--- config.mk ---
export PLATFORM = sky130hd
export DESIGN_NAME = rx_frame_sequencer
export DESIGN_NICKNAME = d
export VERILOG_FILES = /design/src/rtl/zmodem_rx_pkg.sv /design/src/rtl/sync_correlator.sv /design/src/rtl/rx_frame_sequencer.sv
export SDC_FILE = /design/constraint.sdc
export NUM_CORES = 1
export LEC_CHECK = 0
export CAP_MARGIN = 30
export CORE_ASPECT_RATIO = 0.6
export CORE_MARGIN = 3
export CORE_UTILIZATION = 45
export DETAILED_ROUTE_END_ITERATION = 10
export MAX_ROUTING_LAYER = met4
export SETUP_SLACK_MARGIN = 0.02
export SYNTH_ARGS = -nofsm -noshare
export SYNTH_HDL_FRONTEND = slang
export SYNTH_HIERARCHICAL = 1
export SYNTH_SLANG_ARGS = --single-unit
--- constraint.sdc ---
create_clock -name clk -period 9 [get_ports clk]
set_input_delay 1.8 -clock clk [delete_from_list [all_inputs] [get_ports clk]]
set_output_delay 1.8 -clock clk [all_outputs]
set_load 0.02 [all_outputs]
--- src/rtl/zmodem_rx_pkg.sv ---
// Shared state encoding, error codes and framing constants for the receive frame sequencer.
package zmodem_rx_pkg;

    typedef enum logic [1:0] {
        HUNT    = 2'd0,
        HEADER  = 2'd1,
        PAYLOAD = 2'd2,
        DRAIN   = 2'd3
    } state_t;

    localparam logic [1:0] ERR_NONE    = 2'd0;
    localparam logic [1:0] ERR_LEN     = 2'd1;
    localparam logic [1:0] ERR_OVERRUN = 2'd2;
    localparam logic [1:0] ERR_TIMEOUT = 2'd3;

    localparam int SYMS_PER_BLK = 64;
    localparam int SYM_CNT_W    = $clog2(SYMS_PER_BLK);
    localparam int HDR_SYMS     = 8;
    localparam int SYNC_SYMS    = 16;

    // Number of differing bits between two 32-bit words.
    function automatic logic [5:0] hamming32(input logic [31:0] a, input logic [31:0] b);
        logic [31:0] diff;
        logic [5:0]  cnt;
        diff = a ^ b;
        cnt  = 6'd0;
        for (int i = 0; i < 32; i++) begin
            cnt = cnt + {5'd0, diff[i]};
        end
        return cnt;
    endfunction

endpackage

--- src/rtl/sync_correlator.sv ---
// Sliding 16-symbol sync detector; the match pulse follows the completing symbol by one cycle.
module sync_correlator
    import zmodem_rx_pkg::*;
#(
    parameter logic [31:0] SYNC_WORD = 32'hD391_7A2C,
    parameter int unsigned SYNC_TOL  = 0
) (
    input  logic       clk,
    input  logic       reset_n,
    input  logic       enable,
    input  logic [1:0] symbol_in,
    input  logic       symbol_valid,
    output logic       match
);

    logic [29:0] hist_r;
    logic [4:0]  fill_r;
    logic        match_r;
    logic [31:0] hist_next_s;
    logic        hit_s;

    // Candidate window including this cycle's symbol, compared against the sync word.
    always_comb begin
        hist_next_s = {hist_r, symbol_in};
        hit_s       = 1'b0;
        if (enable && symbol_valid && (fill_r >= 5'(SYNC_SYMS - 1)) &&
            (hamming32(hist_next_s, SYNC_WORD) <= 6'(SYNC_TOL))) begin
            hit_s = 1'b1;
        end else begin
            hit_s = 1'b0;
        end
    end

    // History shift register; disabling wipes it so the zeroed window can never match.
    always_ff @(posedge clk or negedge reset_n) begin
        if (!reset_n) begin
            hist_r  <= 30'd0;
            fill_r  <= 5'd0;
            match_r <= 1'b0;
        end else if (!enable) begin
            hist_r  <= 30'd0;
            fill_r  <= 5'd0;
            match_r <= 1'b0;
        end else begin
            match_r <= hit_s;
            if (symbol_valid) begin
                hist_r <= hist_next_s[29:0];
                if (fill_r != 5'(SYNC_SYMS)) begin
                    fill_r <= fill_r + 5'd1;
                end
            end
        end
    end

    assign match = match_r;

endmodule

--- src/rtl/rx_frame_sequencer.sv ---
// Receive-side frame controller: sync hunt, block-count header, gated payload forwarding,
// decryptor handshake supervision and abort/flush handling.
module rx_frame_sequencer
    import zmodem_rx_pkg::*;
#(
    parameter logic [31:0] SYNC_WORD   = 32'hD391_7A2C,
    parameter int unsigned SYNC_TOL    = 0,
    parameter int unsigned MAX_BLOCKS  = 1024,
    parameter int unsigned TIMEOUT_CYC = 4096
) (
    input  logic        clk,
    input  logic        reset_n,
    input  logic [1:0]  symbol_in,
    input  logic        symbol_valid,
    output logic [1:0]  des_symbol_in,
    output logic        des_symbol_valid,
    output logic        des_flush,
    input  logic        des_block_valid,
    input  logic        dec_ready,
    output logic        frame_active,
    output logic [15:0] frame_len,
    output logic [15:0] blocks_done,
    output logic        frame_done,
    output logic        frame_err,
    output logic [1:0]  err_code
);

    localparam int IDLE_W = $clog2(TIMEOUT_CYC);

    state_t                state_r;
    logic [2:0]            hdr_cnt_r;
    logic [13:0]           hdr_shift_r;
    logic [SYM_CNT_W-1:0]  sym_cnt_r;
    logic [15:0]           blk_idx_r;
    logic                  blk_pending_r;
    logic [IDLE_W-1:0]     idle_cnt_r;

    logic [1:0]            des_symbol_in_r;
    logic                  des_symbol_valid_r;
    logic                  des_flush_r;
    logic                  frame_active_r;
    logic [15:0]           frame_len_r;
    logic [15:0]           blocks_done_r;
    logic                  frame_done_r;
    logic                  frame_err_r;
    logic [1:0]            err_code_r;

    logic                  match_s;
    logic                  hunt_en_s;
    logic                  hs_s;
    logic [15:0]           len_s;
    logic                  len_bad_s;
    logic                  hdr_last_s;
    logic                  blk_last_s;
    logic                  idle_hit_s;
    logic                  abort_s;
    logic [1:0]            abort_code_s;

    // The correlator stays enabled only while hunting and not already reporting a lock.
    assign hunt_en_s = (state_r == HUNT) && !match_s;

    sync_correlator #(
        .SYNC_WORD (SYNC_WORD),
        .SYNC_TOL  (SYNC_TOL)
    ) u_sync (
        .clk          (clk),
        .reset_n      (reset_n),
        .enable       (hunt_en_s),
        .symbol_in    (symbol_in),
        .symbol_valid (symbol_valid),
        .match        (match_s)
    );

    assign hs_s       = des_block_valid && dec_ready && blk_pending_r;
    assign len_s      = {hdr_shift_r, symbol_in};
    assign len_bad_s  = (len_s == 16'd0) || (len_s > 16'(MAX_BLOCKS));
    assign hdr_last_s = (hdr_cnt_r == 3'(HDR_SYMS - 1));
    assign blk_last_s = (sym_cnt_r == SYM_CNT_W'(SYMS_PER_BLK - 1));
    assign idle_hit_s = (idle_cnt_r == IDLE_W'(TIMEOUT_CYC - 1));

    // Abort decision for this cycle; activity in the same cycle always beats the timeout.
    always_comb begin
        abort_s      = 1'b0;
        abort_code_s = ERR_NONE;
        case (state_r)
            HEADER: begin
                if (symbol_valid) begin
                    if (hdr_last_s && len_bad_s) begin
                        abort_s      = 1'b1;
                        abort_code_s = ERR_LEN;
                    end else begin
                        abort_s      = 1'b0;
                        abort_code_s = ERR_NONE;
                    end
                end else if (idle_hit_s) begin
                    abort_s      = 1'b1;
                    abort_code_s = ERR_TIMEOUT;
                end else begin
                    abort_s      = 1'b0;
                    abort_code_s = ERR_NONE;
                end
            end
            PAYLOAD: begin
                if (symbol_valid) begin
                    if (blk_pending_r && !hs_s) begin
                        abort_s      = 1'b1;
                        abort_code_s = ERR_OVERRUN;
                    end else begin
                        abort_s      = 1'b0;
                        abort_code_s = ERR_NONE;
                    end
                end else if (idle_hit_s) begin
                    abort_s      = 1'b1;
                    abort_code_s = ERR_TIMEOUT;
                end else begin
                    abort_s      = 1'b0;
                    abort_code_s = ERR_NONE;
                end
            end
            DRAIN: begin
                if (!hs_s && idle_hit_s) begin
                    abort_s      = 1'b1;
                    abort_code_s = ERR_TIMEOUT;
                end else begin
                    abort_s      = 1'b0;
                    abort_code_s = ERR_NONE;
                end
            end
            default: begin
                abort_s      = 1'b0;
                abort_code_s = ERR_NONE;
            end
        endcase
    end

    // Frame state machine with all outputs registered; abort handling overrides the state branches.
    always_ff @(posedge clk or negedge reset_n) begin
        if (!reset_n) begin
            state_r            <= HUNT;
            hdr_cnt_r          <= 3'd0;
            hdr_shift_r        <= 14'd0;
            sym_cnt_r          <= '0;
            blk_idx_r          <= 16'd0;
            blk_pending_r      <= 1'b0;
            idle_cnt_r         <= '0;
            des_symbol_in_r    <= 2'd0;
            des_symbol_valid_r <= 1'b0;
            des_flush_r        <= 1'b0;
            frame_active_r     <= 1'b0;
            frame_len_r        <= 16'd0;
            blocks_done_r      <= 16'd0;
            frame_done_r       <= 1'b0;
            frame_err_r        <= 1'b0;
            err_code_r         <= ERR_NONE;
        end else begin
            des_symbol_valid_r <= 1'b0;
            des_flush_r        <= 1'b0;
            frame_done_r       <= 1'b0;
            frame_err_r        <= 1'b0;

            if (hs_s) begin
                blk_pending_r <= 1'b0;
                blocks_done_r <= blocks_done_r + 16'd1;
            end

            case (state_r)
                HUNT: begin
                    idle_cnt_r <= '0;
                    if (match_s) begin
                        state_r        <= HEADER;
                        frame_active_r <= 1'b1;
                        err_code_r     <= ERR_NONE;
                        blocks_done_r  <= 16'd0;
                        // A symbol arriving alongside the match pulse is already header symbol 0.
                        hdr_shift_r    <= {12'd0, symbol_in};
                        hdr_cnt_r      <= symbol_valid ? 3'd1 : 3'd0;
                    end
                end
                HEADER: begin
                    if (symbol_valid) begin
                        idle_cnt_r  <= '0;
                        hdr_shift_r <= len_s[13:0];
                        hdr_cnt_r   <= hdr_cnt_r + 3'd1;
                        if (hdr_last_s) begin
                            frame_len_r <= len_s;
                            state_r     <= PAYLOAD;
                            sym_cnt_r   <= '0;
                            blk_idx_r   <= 16'd0;
                        end
                    end else begin
                        idle_cnt_r <= idle_cnt_r + IDLE_W'(1);
                    end
                end
                PAYLOAD: begin
                    if (symbol_valid) begin
                        idle_cnt_r         <= '0;
                        des_symbol_in_r    <= symbol_in;
                        des_symbol_valid_r <= 1'b1;
                        if (blk_last_s) begin
                            sym_cnt_r     <= '0;
                            blk_pending_r <= 1'b1;
                            if (blk_idx_r == (frame_len_r - 16'd1)) begin
                                state_r <= DRAIN;
                            end else begin
                                blk_idx_r <= blk_idx_r + 16'd1;
                            end
                        end else begin
                            sym_cnt_r <= sym_cnt_r + SYM_CNT_W'(1);
                        end
                    end else begin
                        idle_cnt_r <= idle_cnt_r + IDLE_W'(1);
                    end
                end
                DRAIN: begin
                    if (hs_s) begin
                        idle_cnt_r     <= '0;
                        frame_done_r   <= 1'b1;
                        frame_active_r <= 1'b0;
                        state_r        <= HUNT;
                    end else begin
                        idle_cnt_r <= idle_cnt_r + IDLE_W'(1);
                    end
                end
                default: begin
                    state_r <= HUNT;
                end
            endcase

            if (abort_s) begin
                state_r            <= HUNT;
                frame_err_r        <= 1'b1;
                err_code_r         <= abort_code_s;
                des_flush_r        <= 1'b1;
                frame_active_r     <= 1'b0;
                blk_pending_r      <= 1'b0;
                des_symbol_valid_r <= 1'b0;
                idle_cnt_r         <= '0;
            end
        end
    end

    assign des_symbol_in    = des_symbol_in_r;
    assign des_symbol_valid = des_symbol_valid_r;
    assign des_flush        = des_flush_r;
    assign frame_active     = frame_active_r;
    assign frame_len        = frame_len_r;
    assign blocks_done      = blocks_done_r;
    assign frame_done       = frame_done_r;
    assign frame_err        = frame_err_r;
    assign err_code         = err_code_r;

endmodule

* Word level (Yosys, flattened, before mapping) *
Cells that the tools add are included.

word-level totals
  bits in registers = 130
  bits of input ports = 7
  output and inout port bits = 41
  logic and storage cells = 185

operators by class
  add/sub/neg operators = 38
  order comparisons = 3
  equality and inequality tests = 23
  muxes and demuxes = 73
  bitwise logic cells = 1
  reductions and logical operators = 29

operator list
  cell                                                                    count
  6-bit by 1-bit adder with 6-bit output                                  30
  16-bit two-way mux                                                      8
  30-bit two-way mux                                                      2
  12-bit two-way mux                                                      3
  12-bit one-hot mux with 3 select lines                                  1
  16-bit by 1-bit adder with 16-bit output, second input constant         2
  2-bit two-way mux                                                       16
  16-bit one-hot mux with 2 select lines                                  1
  14-bit two-way mux                                                      2
  14-bit one-hot mux with 2 select lines                                  1
  1-bit two-way mux                                                       24
  6-bit two-way mux                                                       4
  3-bit inequality test, second input constant                            6
  16-bit == test                                                          1
  16-bit by 11-bit > comparator with 1-bit output, second input constant  1
  16-bit zero test                                                        1
  16-bit inverter                                                         1
  16-bit by 1-bit subtractor with 16-bit output, second input constant    1
  5-bit two-way mux                                                       3
  2-bit inequality test, second input constant                            7
  12-bit by 1-bit adder with 12-bit output, second input constant         1
  12-bit == test, second input constant                                   1
  6-bit one-hot mux with 2 select lines                                   1
  1-bit logical AND                                                       9
  30 further kinds                                                        40

* Depth between registers and ports, before layout *
  depth in word-level cells = 35
  depth in mapped cells = 16
  mapped depth without buffers = 16

* Modules after synthesis *
Netlist, hierarchy kept.

by module, submodules not included
  module              times used  cells an instance  area an instance (um2)  seq. area each (um2)
  rx_frame_sequencer  1           529                5027.3                  2352.3
  sync_correlator     1           217                2433.6                  900.9

* Worst setup path after synthesis *
Ideal clock, no wire load.

  path kind = input port to flip-flop
  start point = in symbol_in[0]
  end point = reg u_sync.match_r, in the netlist u_sync/match
  library setup time = 94 ps
  arrival = 6017 ps
  required time = 8906 ps
  setup slack = 2889 ps
  cell stages on the path = 15
  path buffers = 0
  cell sequence = fa_1 -> inv_1 -> fa_1 -> fa_1 -> inv_1 -> fa_1 -> fa_1 -> inv_1 -> fa_1 -> inv_1 -> ha_1 -> fa_1 -> nor4_1 -> nand4_1 -> a221oi_2

on the way
  longest elaborated chain between the ends = 35

ends and longest elaborated chain
  element                                                    RTL line                  text
  start: declaration                                         rx_frame_sequencer.sv:13  input logic [1:0] symbol_in,
  1-bit by 1-bit adder with 2-bit output                     zmodem_rx_pkg.sv:28       cnt = cnt + {5'd0, diff[i]};
  6-bit by 1-bit adder with 6-bit output (30 in a row)       zmodem_rx_pkg.sv:28
  6-bit by 1-bit less-or-equal comparator with 1-bit output  sync_correlator.sv:27     (hamming32(hist_next_s, SYNC_WORD) <= 6'(SYNC_TOL))) begin
  1-bit logical AND                                          sync_correlator.sv:26     if (enable && symbol_valid && (fill_r >= 5'(SYNC_SYMS - 1)) &&
  1-bit two-way mux                                          sync_correlator.sv:26
  1-bit two-way mux                                          sync_correlator.sv:40     end else if (!enable) begin
  end signal: assignment                                     sync_correlator.sv:45     match_r <= hit_s;
  end: declaration                                           sync_correlator.sv:18     logic match_r;

No other way between the ends.
A chain may end at the register's enable or synchronous reset.

* Final worst setup path *
Ends and elaborated chain as after synthesis.

==> run summary <==
syn nets - 798
syn avg cell area - 10.0 um2
post_cts resized - 0
Post-CTS Hold Fix Bufs - 0
Root Driver - clkbuf_16
DIE WIDTH - 172 um
first-pass GRT wire length - 28.2 mm
reg-to-reg critical path startpoint - u_sync/hist_r[16]
post-route minimum period - 6.50 ns
nets - 840
vias in the first global route - 5458
R2R cell count - 15
DRC viols - 0
worst flop-to-flop path endpoint - u_sync/match
Final GP Congestion - 0.897
HPWL after detailed placement - 12.1 mm
post-detailed-route count of antenna-violating nets - 0
Cells after Synth - 746
First-pass DRT Iterations - 5
Avg WL per Cell - 16.9 um
skew final - 0.00880 ns
Post-CTS Setup Bufs - 0
Pwr Density - 220 mW/mm2
clock sink count - 130
Yosys cell types - 65
sequential cell area fraction in the yosys report - 43.6%
worst path arrival time - 6.82 ns
CORE AREA - 0.0158 mm2
count leader, synth - dfrtp_1
FP Rows - 35
synthesized area - 0.00746 mm2
Seq. cell area - 0.00325 mm2
Clock Latency Late Sink - 0.41 ns
Post-synth EDFFs - 0
top post-synthesis cells by area - dfrtp_1 44%, fa_1 6.4%, mux2i_1 5.2%
largest net degree at the start of global routing - 54
Leak - 4.02 nW
vias after detailed routing - 5512
setup TNS - 0 ns
asr flop ratio synth - 100%
crit path from - symbol_in[0]
Initial Util - 47.3%
DR iter-0 viols - 377
clk slew on worst S/H paths - 0.05 ns
VDD IR max - 128 uV
initial antenna violation count - 0
synth-to-layout area growth - 17.2%
kind of critical path - primary input to register
I/O Pins - 48
die area - 0.0182 mm2
IO Port Bufs - 47
crit-path max FO - 6
number of synthesis warnings - 6
Final setup viols - 0
Main synth FF type - dfrtp_1
CTS Buf Count - 17
CTS Buffer Depth - 2
Synth top area share - 43.6%
worst slew pin tran - 0.996 ns
CTS tree - done
share of cells above drive strength 1 - 9.00%
top post-synthesis cells by count - 130 x dfrtp_1, 68 x nand2_1, 65 x inv_1, 50 x nor2_1
final-report hold violation count - 0
GR Util All Layers - 20.1%
Ant. Diodes - 0
area taken by multi-input logic gates - 0.00380 mm2
vias per inst - 5.50
CP endpoint kind - register
Setup crit end - u_sync/match
Max Clock Freq - 154 MHz
flops & latches, synth - 130
worst reg-to-reg setup slack - 4.03 ns
fillcell total - 1367
Max-Cap Viols - 0
H-tree levels - 4
GRT overflow - 0
RSZ-0062 raised after global routing - false
status - finished clean
DIE HEIGHT - 106 um
WP data required - 9.32 ns
WL final - 16.9 mm
largest area contributor in the netlist - dfrtp_1
period utilisation layout - 72.2%
hold_sp - hdr_shift_r[8]
CP startpoint kind - primary input
worst rel slew slack - 33.4%
Max Slew Vio Count - 0
final hold slack - 0.482 ns
HP Class - register to register
==> state kept, by name (all words and copies together), names as in the netlist, 3 cells and up <==
| name | cells |
|---|---|
| sym_cnt_r | 6 |
| idle_cnt_r | 12 |
| blocks_done | 16 |
| hdr_cnt_r | 3 |
| u_sync/hist_r | 30 |
| hdr_shift_r | 14 |
| frame_len | 16 |
| blk_idx_r | 16 |
| u_sync/fill_r | 5 |
==> per-stage QoR <==
step | instances | instance area, um2 | setup WS, ns | utilization (%) | power [mW]
after global routing | 1003 | 8740 | 2.26 | 55.5 | 2.04
after CTS | 1003 | 8740 | 2.48 | 55.5 | 1.94
after global placement | 970 | 8050 | 2.18 | 51.0 | 1.13
after detailed placement | 972 | 8090 | 2.06 | 51.3 | 1.16
final | 1003 | 8740 | 2.50 | 55.5 | 1.93
after floorplan | 746 | 7460 | 2.89 | - | 1.02
==> how the worst min path moves through the flow <==
| stage | to | slack (ns) | depth (start not counted) |
|---|---|---|---|
| 3_3_place_gp | hdr_shift_r[8] | 0.46 | 2 |
| 2_1_floorplan | idle_cnt_r[0] | 0.45 | 1 |
| 3_5_place_dp | hdr_shift_r[8] | 0.47 | 2 |
| 6_report | hdr_shift_r[8] | 0.48 | 2 |
| 5_1_grt | hdr_shift_r[8] | 0.51 | 2 |
| 4_1_cts | hdr_shift_r[8] | 0.48 | 2 |
==> cells by family after synthesis <==
logic type	after synthesis	share of synthesized area (%)
flip-flops	130	43.6
multiplexers	59	8.25
adder cells (fa/ha/maj)	45	9.96
XOR/XNOR	44	5.27
AND/OR/NAND/NOR	276	19.3
AO/OA/AOI/OAI	97	8.20
buffers and inverters	95	5.47
==> power breakdown <==
part,internal (mW),switching [mW]
Clock,0.507,0.265
Sequential,0.633,0.0548
Combinational,0.179,0.288
==> metal layers <==
metal	share of wire (%)	global-route usage, %	up-vias
met5	0	-	-
met4	0.79	4.78	0
met1	53	31.3	2721
li1	-	-	2621
met2	40	26.1	158
met3	6.0	4.84	12
==> area by class of cell <==
type	count	area share [%]
Timing Repair Buffer	53	6.08
Tap cell	203	2.90
Clock inverter	12	2.35
Multi-Input combinational cell	521	43.5
Inverter	65	2.79
Clock buffer	19	5.18
Sequential cell	130	37.2
==> cell usage in the layout (no fill, tap or decap), types with 2 or more instances in the layout <==
cell type and n:
a21oi_1 20, a22o_1 3, a31oi_1 4, and2_1 4, and3_1 15, and4_1 3
buf_4 5, bufinv_16 5, clkbuf_16 17, clkbuf_8 2, clkdlybuf4s50_1 45, clkinv_4 3
clkinvlp_4 2, dfrtp_1 130, fa_1 24, ha_1 21, inv_1 65, mux2_2 20
mux2i_1 39, nand2_1 68, nand2b_1 5, nand3_1 31, nand4_1 12, nor2_1 49
nor2b_1 35, nor3_1 11, nor4_1 9, o211ai_1 5, o21a_1 2, o21ai_0 38
o21ai_1 2, o22ai_1 3, or2_2 3, or3_1 14, or4_1 6, or4_4 2
xnor2_1 17, xor2_1 26
==> critical path, cell delays in order <==
cell             delay (ns)
clkdlybuf4s50_1        0.53
fa_1                   0.58
inv_1                  0.05
fa_1                   0.48
fa_1                   0.52
inv_1                  0.05
fa_1                   0.48
fa_1                   0.52
inv_1                  0.05
fa_1                   0.48
inv_1                  0.05
ha_1                   0.20
fa_1                   0.45
nor4_1                 0.23
nand4_1                0.15
a221oi_2               0.20
Power figures use the tool's default switching activity.
